`src/rtl/rmii_tx_framer_pkg.sv`:
```
// rmii_pkg: shared types and constants for the RMII transmit framer.
//   state_t    - framer FSM states
//   CRC_INIT   - CRC-32 preset value
//   CRC_POLY   - reflected CRC-32 polynomial
//   SFD_DIBITS - last four preamble dibits in wire order (first dibit in [7:6])
//   PRE_DIBIT  - repeated preamble dibit (0x55 sent LSB first)
//   pre_dibit  - dibit to drive for preamble position idx of total
package rmii_pkg;

    typedef enum logic [2:0] {
        IDLE,
        PRE,
        PAYLOAD,
        PAD,
        FCS,
        IPG
    } state_t;

    localparam logic [31:0] CRC_INIT   = 32'hFFFF_FFFF;
    localparam logic [31:0] CRC_POLY   = 32'hEDB8_8320;
    localparam logic [7:0]  SFD_DIBITS = {2'b01, 2'b01, 2'b01, 2'b11};
    localparam logic [1:0]  PRE_DIBIT  = 2'b01;

    // The final four positions carry the SFD byte 0xD5; everything before
    // it is the 0x55 pattern.
    function automatic logic [1:0] pre_dibit(input logic [7:0] idx,
                                             input logic [7:0] total);
        logic [1:0] j;
        if (idx < total - 8'd4) begin
            return PRE_DIBIT;
        end
        j = 2'(idx - (total - 8'd4));
        return SFD_DIBITS[{~j, 1'b0} +: 2];
    endfunction

endpackage

```
`src/rtl/rmii_tx_framer_crc32_dibit.sv`:
```
// crc32_dibit: combinational next-state of a reflected CRC-32 for one dibit.
// Bit dibit[0] is folded in first, then dibit[1] (wire order).
//   crc_in  [31:0] - current CRC register
//   dibit   [1:0]  - data dibit
//   crc_out [31:0] - CRC after both bits
module crc32_dibit
    import rmii_pkg::*;
(
    input  logic [31:0] crc_in,
    input  logic [1:0]  dibit,
    output logic [31:0] crc_out
);

    always_comb begin
        logic [31:0] c;
        c = crc_in;
        for (int unsigned i = 0; i < 2; i++) begin
            if (c[0] ^ dibit[i]) begin
                c = (c >> 1) ^ CRC_POLY;
            end else begin
                c = c >> 1;
            end
        end
        crc_out = c;
    end

endmodule

```
`src/rtl/rmii_tx_framer.sv`:
```
// rmii_tx_framer: frames an upstream dibit stream for the RMII TX pins.
// Sends preamble+SFD, forwards payload dibits while computing CRC-32,
// appends the FCS and holds the inter-packet gap before the next frame.
// Optional macro RMII_TX_PAD_EN: zero-pad short payloads to MIN_DIBITS.
// Ports:
//   clk      - 50 MHz RMII reference clock
//   rst      - asynchronous reset, active low
//   start    - frame request pulse (latched if it arrives during IPG)
//   axiiv    - upstream dibit valid
//   axiid    - upstream dibit, [0] first on wire
//   stall    - 1 = upstream holds, 0 = upstream streams payload
//   eth_txen - RMII TX_EN
//   eth_txd  - RMII TXD, [0] first on wire
//   busy     - high whenever the framer is not idle
//   done     - one-cycle pulse with the last FCS dibit
module rmii_tx_framer
    import rmii_pkg::*;
#(
    parameter int unsigned PRE_DIBITS = 32,
    parameter int unsigned IPG_DIBITS = 48,
    parameter int unsigned STALL_LEAD = 1,
    parameter int unsigned MIN_DIBITS = 240
) (
    input  logic       clk,
    input  logic       rst,
    input  logic       start,
    input  logic       axiiv,
    input  logic [1:0] axiid,
    output logic       stall,
    output logic       eth_txen,
    output logic [1:0] eth_txd,
    output logic       busy,
    output logic       done
);

    localparam logic [7:0] PRE_LEN  = 8'(PRE_DIBITS);
    localparam logic [7:0] PRE_LAST = 8'(PRE_DIBITS - 1);
    localparam logic [7:0] STALL_AT = 8'(PRE_DIBITS - 1 - STALL_LEAD);
    localparam logic [7:0] IPG_LAST = 8'(IPG_DIBITS - 1);
    localparam logic [7:0] FCS_LAST = 8'd15;
`ifdef RMII_TX_PAD_EN
    localparam logic [15:0] MIN_CNT = 16'(MIN_DIBITS);
`endif

    if (STALL_LEAD >= PRE_DIBITS || PRE_DIBITS < 4 || PRE_DIBITS > 255 ||
        IPG_DIBITS < 1 || IPG_DIBITS > 255 ||
        MIN_DIBITS < 1 || MIN_DIBITS > 65535) begin : g_bad_params
        $error("rmii_tx_framer: parameter out of range");
    end

    state_t      state;
    logic [7:0]  cnt;
    logic [15:0] pay_cnt;
    logic [31:0] crc;
    logic [31:0] fcs_sr;
    logic        pending;

    logic [1:0]  crc_din;
    logic [31:0] crc_next;
    logic [31:0] fcs_now;

    // Pad dibits are zero, so the single CRC instance only sees axiid
    // while real payload is being accepted.
    always_comb begin
        crc_din = '0;
        if (state == PAYLOAD && axiiv) begin
            crc_din = axiid;
        end
        fcs_now = ~crc;
    end

    crc32_dibit u_crc (
        .crc_in (crc),
        .dibit  (crc_din),
        .crc_out(crc_next)
    );

    // The payload->FCS transition edge already drives FCS dibit 0 so that
    // TX_EN stays contiguous; the FCS state then supplies dibits 1..15
    // from the frozen shift register.
    always_ff @(posedge clk or negedge rst) begin
        if (!rst) begin
            state    <= IDLE;
            cnt      <= '0;
            pay_cnt  <= '0;
            crc      <= CRC_INIT;
            fcs_sr   <= '0;
            pending  <= 1'b0;
            stall    <= 1'b1;
            eth_txen <= 1'b0;
            eth_txd  <= '0;
            busy     <= 1'b0;
            done     <= 1'b0;
        end else begin
            done <= 1'b0;
            unique case (state)
                IDLE: begin
                    eth_txen <= 1'b0;
                    eth_txd  <= '0;
                    stall    <= 1'b1;
                    if (start) begin
                        state   <= PRE;
                        cnt     <= '0;
                        pay_cnt <= '0;
                        crc     <= CRC_INIT;
                        busy    <= 1'b1;
                    end
                end

                PRE: begin
                    eth_txen <= 1'b1;
                    eth_txd  <= pre_dibit(cnt, PRE_LEN);
                    if (cnt == STALL_AT) begin
                        stall <= 1'b0;
                    end
                    if (cnt == PRE_LAST) begin
                        state <= PAYLOAD;
                        cnt   <= '0;
                    end else begin
                        cnt <= cnt + 8'd1;
                    end
                end

                PAYLOAD: begin
                    eth_txen <= 1'b1;
                    if (axiiv) begin
                        eth_txd <= axiid;
                        crc     <= crc_next;
                        if (pay_cnt != '1) begin
                            pay_cnt <= pay_cnt + 16'd1;
                        end
                    end else begin
                        stall <= 1'b1;
`ifdef RMII_TX_PAD_EN
                        if (pay_cnt < MIN_CNT) begin
                            eth_txd <= '0;
                            crc     <= crc_next;
                            pay_cnt <= pay_cnt + 16'd1;
                            state   <= PAD;
                        end else begin
                            eth_txd <= fcs_now[1:0];
                            fcs_sr  <= {2'b00, fcs_now[31:2]};
                            cnt     <= 8'd1;
                            state   <= FCS;
                        end
`else
                        eth_txd <= fcs_now[1:0];
                        fcs_sr  <= {2'b00, fcs_now[31:2]};
                        cnt     <= 8'd1;
                        state   <= FCS;
`endif
                    end
                end

`ifdef RMII_TX_PAD_EN
                PAD: begin
                    eth_txen <= 1'b1;
                    if (pay_cnt < MIN_CNT) begin
                        eth_txd <= '0;
                        crc     <= crc_next;
                        pay_cnt <= pay_cnt + 16'd1;
                    end else begin
                        eth_txd <= fcs_now[1:0];
                        fcs_sr  <= {2'b00, fcs_now[31:2]};
                        cnt     <= 8'd1;
                        state   <= FCS;
                    end
                end
`endif

                FCS: begin
                    eth_txen <= 1'b1;
                    eth_txd  <= fcs_sr[1:0];
                    fcs_sr   <= fcs_sr >> 2;
                    if (cnt == FCS_LAST) begin
                        done  <= 1'b1;
                        state <= IPG;
                        cnt   <= '0;
                    end else begin
                        cnt <= cnt + 8'd1;
                    end
                end

                IPG: begin
                    eth_txen <= 1'b0;
                    eth_txd  <= '0;
                    stall    <= 1'b1;
                    if (start) begin
                        pending <= 1'b1;
                    end
                    if (cnt == IPG_LAST) begin
                        cnt     <= '0;
                        pending <= 1'b0;
                        if (start || pending) begin
                            state   <= PRE;
                            pay_cnt <= '0;
                            crc     <= CRC_INIT;
                        end else begin
                            state <= IDLE;
                            busy  <= 1'b0;
                        end
                    end else begin
                        cnt <= cnt + 8'd1;
                    end
                end

                default: begin
                    state <= IDLE;
                    busy  <= 1'b0;
                end
            endcase
        end
    end

endmodule

```
`config.mk`:
```
export PLATFORM = sky130hd
export DESIGN_NAME = rmii_tx_framer
export DESIGN_NICKNAME = d
export VERILOG_FILES = /design/src/rtl/rmii_tx_framer_pkg.sv /design/src/rtl/rmii_tx_framer_crc32_dibit.sv /design/src/rtl/rmii_tx_framer.sv
export SDC_FILE = /design/constraint.sdc
export NUM_CORES = 1
export LEC_CHECK = 0
export CORE_ASPECT_RATIO = 1.5
export CORE_MARGIN = 3
export CORE_UTILIZATION = 55
export CTS_CLUSTER_SIZE = 28
export DETAILED_ROUTE_END_ITERATION = 10
export GPL_ROUTABILITY_DRIVEN = 1
export GPL_TIMING_DRIVEN = 0
export PLACE_DENSITY = 0.79
export SYNTH_ARGS = -nofsm -noshare
export SYNTH_HDL_FRONTEND = slang
export SYNTH_SLANG_ARGS = --single-unit
```
`constraint.sdc`:
```
create_clock -name clk -period 1.68 [get_ports clk]
set_input_delay 0.504 -clock clk [delete_from_list [all_inputs] [get_ports clk]]
set_output_delay 0.504 -clock clk [all_outputs]
set_load 0.01 [all_outputs]
```
* After elaboration in Yosys (flattened, before gate mapping) *
Index checks and enable logic that the tools add are counted.

word-level totals
  RAM bits = 0
  memory bits (read-only) = 0
  register bits after elaboration = 82
  latch bits = 0
  output and inout bits = 6
  word-level logic and storage cells = 97
  memories = 0
  bits of input ports = 6

cells by class
  $mul = 0
  mux-type cells = 40
  equality and inequality tests = 17
  $add $sub $neg = 2
  bitwise gates (word level) = 7
  div/mod/pow operators = 0
  order comparisons = 1
  shift-type cells = 1
  reductions and logical operators = 19

operators by type and width
  kind                    count
  $mux 32                 7
  $pmux 32 s3             1
  $pmux 32 s2             1
  $mux 8                  5
  $pmux 8 s5              1
  $not 32->32             1
  $not 13->14             2
  $ne 2x2->1 const B      9
  $eq 8x5->1 const B      2
  $mux 3                  5
  $pmux 3 s5              1
  $mux 1                  11
  $reduce_and 5->1        2
  $add 8x1->8 const B     1
  $eq 8x4->1 const B      1
  $eq 8x6->1 const B      1
  $lt 8x5->1 const B      1
  $mux 2                  4
  $pmux 2 s4              1
  $shiftx 8x4->2 const A  1
  $eq 3x3->1 const B      2
  $pmux 1 s3              2
  $reduce_and 3->1        2
  $reduce_bool 2->1       3
  other kinds (17)        20

* Depth between registers and ports, before layout *
  depth after elaboration = 9
  gate-level depth with buffers = 7
  depth with buffers taken out = 5

* Modules after synthesis *
From an unflattened synthesis, not the netlist that was laid out.

unflattened totals
  cells, all modules = 400
  area, all modules = 4111.4 µm²

modules (own cells, without submodules)
  module          times used  area an instance (µm²)  seq. area each (µm²)  cells an instance
  rmii_tx_framer  1           3697.3                  2043.2                364
  crc32_dibit     1           414.1                   0.0                   36

* Least setup slack after synthesis *
No wires, ideal clock.

  path type = input -> register
  start point = in axiiv
  end point = reg cnt[7]
  stages = 7
  required time = 1.606 ns
  buffers on the path = 3
  data arrival time = 1.782 ns
  setup time = 0.074 ns
  setup slack = -0.176 ns
  path through = buf_6 > or4b_4 > buf_6 > o21a_1 > buf_6 > o21a_1 > o21ai_2

on the way
  word-level cells in the longest chain between the ends = 2

ends and longest elaborated chain
  what                               RTL line               text
  start: declaration                 rmii_tx_framer.sv:27   input logic axiiv,
  $ne 2x2->1 (no source line)        --
  $reduce_and 3->1 (no source line)  --
  end signal: assignment             rmii_tx_framer.sv:120  cnt <= cnt + 8'd1;
  end signal: assignment             rmii_tx_framer.sv:180  cnt <= cnt + 8'd1;
  end signal: assignment             rmii_tx_framer.sv:203  cnt <= cnt + 8'd1;
  end: declaration                   rmii_tx_framer.sv:52   logic [7:0] cnt;

No other way between the ends.
A chain may end at the register's enable or synchronous reset.

* Final worst setup path *
  start point = reg state[2]
  end point = reg cnt[7]

on the way
  word-level cells in the longest chain between the ends = 3
  elaborated cells between the ends (all ways) = 10
  classes of those cells = eq/ne: 6; mux: 1; reduce/logical: 3

ends and longest elaborated chain
  what                                                                     RTL line               text
  start: declaration                                                       rmii_tx_framer.sv:51   state_t state;
  start signal: assignment                                                 rmii_tx_framer.sv:83   state <= IDLE;
  start signal: assignment                                                 rmii_tx_framer.sv:102  state <= PRE;
  start signal: assignment                                                 rmii_tx_framer.sv:117  state <= PAYLOAD;
  $eq 3x2->1 (tied with other cells)                                       rmii_tx_framer.sv:96   unique case (state)
  $reduce_bool 5->1 (no source line) / $ne 2x2->1 (equally long branches)  --
  $reduce_and 3->1 (no source line)                                        --

Several ways; a longest one is shown, not always the timed one.

==> reports/metrics.cfg <==
[sta]
skew_ns=0.01306
hold_viol=0
finalSetupTns_ns=-7.184
worst_pin_slew_ns=0.4690
max-slew-margin-rel_pct=68.74
drv_slew=0
setup_ws_ns=-0.1679
post-route-min-period_ns=1.848
setup_viol=72
grt_setup_unrepaired=yes
period_share_pct=110.0
fmax_ghz=0.5412

[grt]
grt_max_degree=56
track_usage_pct=26.65
grt_first_pass_wirelength_mm=17.52
grt-ovfl-total=0
antenna_found_initial=0
grt_pass1_vias=3358

[route]
dr_total_vias=3207
wl_mm=10.92
drt-initial-drc-count=235
drtAntennaViolNets=0
drt_pass1_iterations=5
vias_per_cell=6.028
wl_per_cell_um=20.52
remaining_drc_errors=0

[cts]
cts_tree=done
cts_max_path_buffers=2
cts_made_buffers=9
cts_hold_buf=0
cts_root_buf=clkbuf_8
cts_sinks=80
clk_pin_slew_ns=0.09
clock_latency_ns=0.37
htree_levels=3

[yosys]
yosys.area.top_type=dfrtp_1
synth_top_flop_cell=dfrtp_1
synth_edf_count=0
syn-num-nets=380
ys_types=57
synthArstFlopShare_pct=100.0
synthTopCellsByCount=nor2_1 (49), dfrtp_1 (47), nand2_1 (35)
synth_seq_cells=80
synth-adder-area-share_pct=0.6188
syn_avg_cell_area_sq_um=10.87
synthXorXnorAreaFrac_pct=4.672
synth_warnings=0
yosys.area.top_type_share_pct=29.08
synth-simple-area-share_pct=13.99
ys_top_cells_by_area=dfrtp_1 (29%), dfstp_2 (21%), a221o_1 (5.4%), mux2_2 (5.3%), nor2_1 (4.5%)
synthMuxAreaShare_pct=10.02
synth_area_sq_um=4044
synth_most_common_cell=nor2_1
ys_seq_area_share_pct=50.53
synthCells=372
synth_compound_area_share_pct=15.01
synth_top_family_by_area=compound AO/OA/AOI/OAI gates

[pwr]
ir_drop_mv=0.7220
power_density_nw_per_um2=1328
leakagePower_nw=2.263
total_power_mw=7.027

[placement]
globalplace.congestion=0.8619
io_buffer_count=10
place_ws_ns=-0.9101
detailed_place_hpwl_mm=6.034

[worst_setup_path]
critical_path_class=flip-flop to flip-flop
r2r_cells=7
cp.arrival_ns=2.15
critical_path.most_common_cell=buf_6
worstPathMaxFanout=5
startpoint_type=flip-flop
end_kind=flip-flop
worst_path_max_delay_cell=or4b_4
crit_cells=7
path_cells=buf_6, buf_6, or4b_4, o21a_4, buf_6, o21a_1, o21ai_2
cp_num_buf_inv=3
cp_top_family=simple AND/OR/NAND/NOR gates
cp.required_ns=1.98
crit_path_max_incr_delay_ns=0.55

[floorplan]
fp.dieW_um=76.01
start_util_pct=57.85
die-area_sq_um=8438
io_pins=12
core_sq_um=6990
die_y_um=111.0
num_rows=37

[flow_run]
maxCapViolCount=0

[run_status]
outcome=finished with violations
violations=setup timing

[finish]
area_growth_pct=30.82
drive_above_1_share_pct=41.15
nNetsFinal=438
insertedDiodeCount=0

[hold_path]
hold_path.class=primary input to async pin

-- path summary, 6_finish.rpt --
check	startpoint	endpoint	slack [ns]
worst min-delay path	rst	fcs_sr[25]$_DFFE_PN0P_	0.04
max in group asynchronous	rst	crc[20]$_DFFE_PN1P_	1.00
min in group clk	axiiv	state[1]$_DFFE_PN0P_	0.44
worst max-delay path	state[2]$_DFFE_PN0P_	cnt[7]$_DFFE_PN0P_	-0.17
worst max register to register	state[2]$_DFFE_PN0P_	cnt[7]$_DFFE_PN0P_	-0.17
worst min register to register	crc[2]$_DFFE_PN1P_	crc[2]$_DFFE_PN1P_	0.49
-- kinds of logic after synthesis --
group	Yosys count
XOR/XNOR	19
flip-flops	80
adder cells (fa/ha/maj)	2
multiplexers	38
AO/OA/AOI/OAI	71
AND/OR/NAND/NOR	120
buffers and inverters	42
-- final cells by class --
class,count,area (sq um)
Buffer,21,185.2
Clock buffer,10,127.6
Clock inverter,6,70.07
Fill cell,410,1700
Inverter,17,63.81
Multi-Input combinational cell,250,2112
Sequential cell,80,2044
Tap cell,97,121.4
Timing Repair Buffer,51,565.5
-- routing by layer --
| metal | vias to the layer above | part of all wire, % | GRT usage, % | routed length (um) |
|---|---|---|---|---|
| li1 | 1441 | - | - | - |
| met5 | - | 0 | 0 | 0 |
| met4 | 0 | 3.9 | 11.49 | 422 |
| met1 | 1629 | 38 | 29.84 | 4155 |
| met2 | 101 | 54 | 48.82 | 5936 |
| met3 | 36 | 3.7 | 5.041 | 401 |
-- sequential cells by signal (all words and copies together) (netlist names) --
register and count:
pending 1, eth_txd 2, stall 1, busy 1, fcs_sr 30, eth_txen 1, done 1, state 3
cnt 8, crc 32
-- placed cells by master, fill, tap and decap left out, drive strengths merged, types with 5 or more instances in the layout --
master,instances
a221o,22
and2,5
buf,58
clkbuf,15
dfrtp,47
dfstp,33
dlygate4sd2,7
inv,17
mux2,20
mux2i,18
nand2,35
nand3,5
nor2,50
o21ai,11
o221a,7
xnor2,17
-- per-stage QoR --
step                util, %  instance area, sq um  hold WS (ns)  std cells
finish                75.68                  5290       0.03719        532
global route          75.68                  5290       0.04322        532
CTS                   74.39                  5200       0.04102        530
detailed placement    63.65                  4449        0.4392        480
global placement      63.29                  4424        0.4663        479
floorplan                 -                  4203        0.2084        372
-- timing repair --
item,4_1_cts,5_1_grt
setup endpoints to repair,80,75
setup buffers,31,6
resized for setup,64,37
pin swaps,17,11
gates cloned,5,2
-- worst register-to-register path, cell delays in order, from the launching register on --
cell and delay, ns:
dfrtp_1 0.41, buf_6 0.15, buf_6 0.11, or4b_4 0.55, o21a_4 0.17, buf_6 0.13
o21a_1 0.18, o21ai_2 0.10
-- power by group --
group          leakage [nW]  internal [mW]  switching (mW)  total [mW]
sequential            0.952           2.15           0.184        2.33
clock                0.0887          0.691           0.749        1.44
combinational          1.22           1.63            1.62        3.25
total                  2.26           4.47            2.56        7.03
Power figures use the tool's default switching activity.
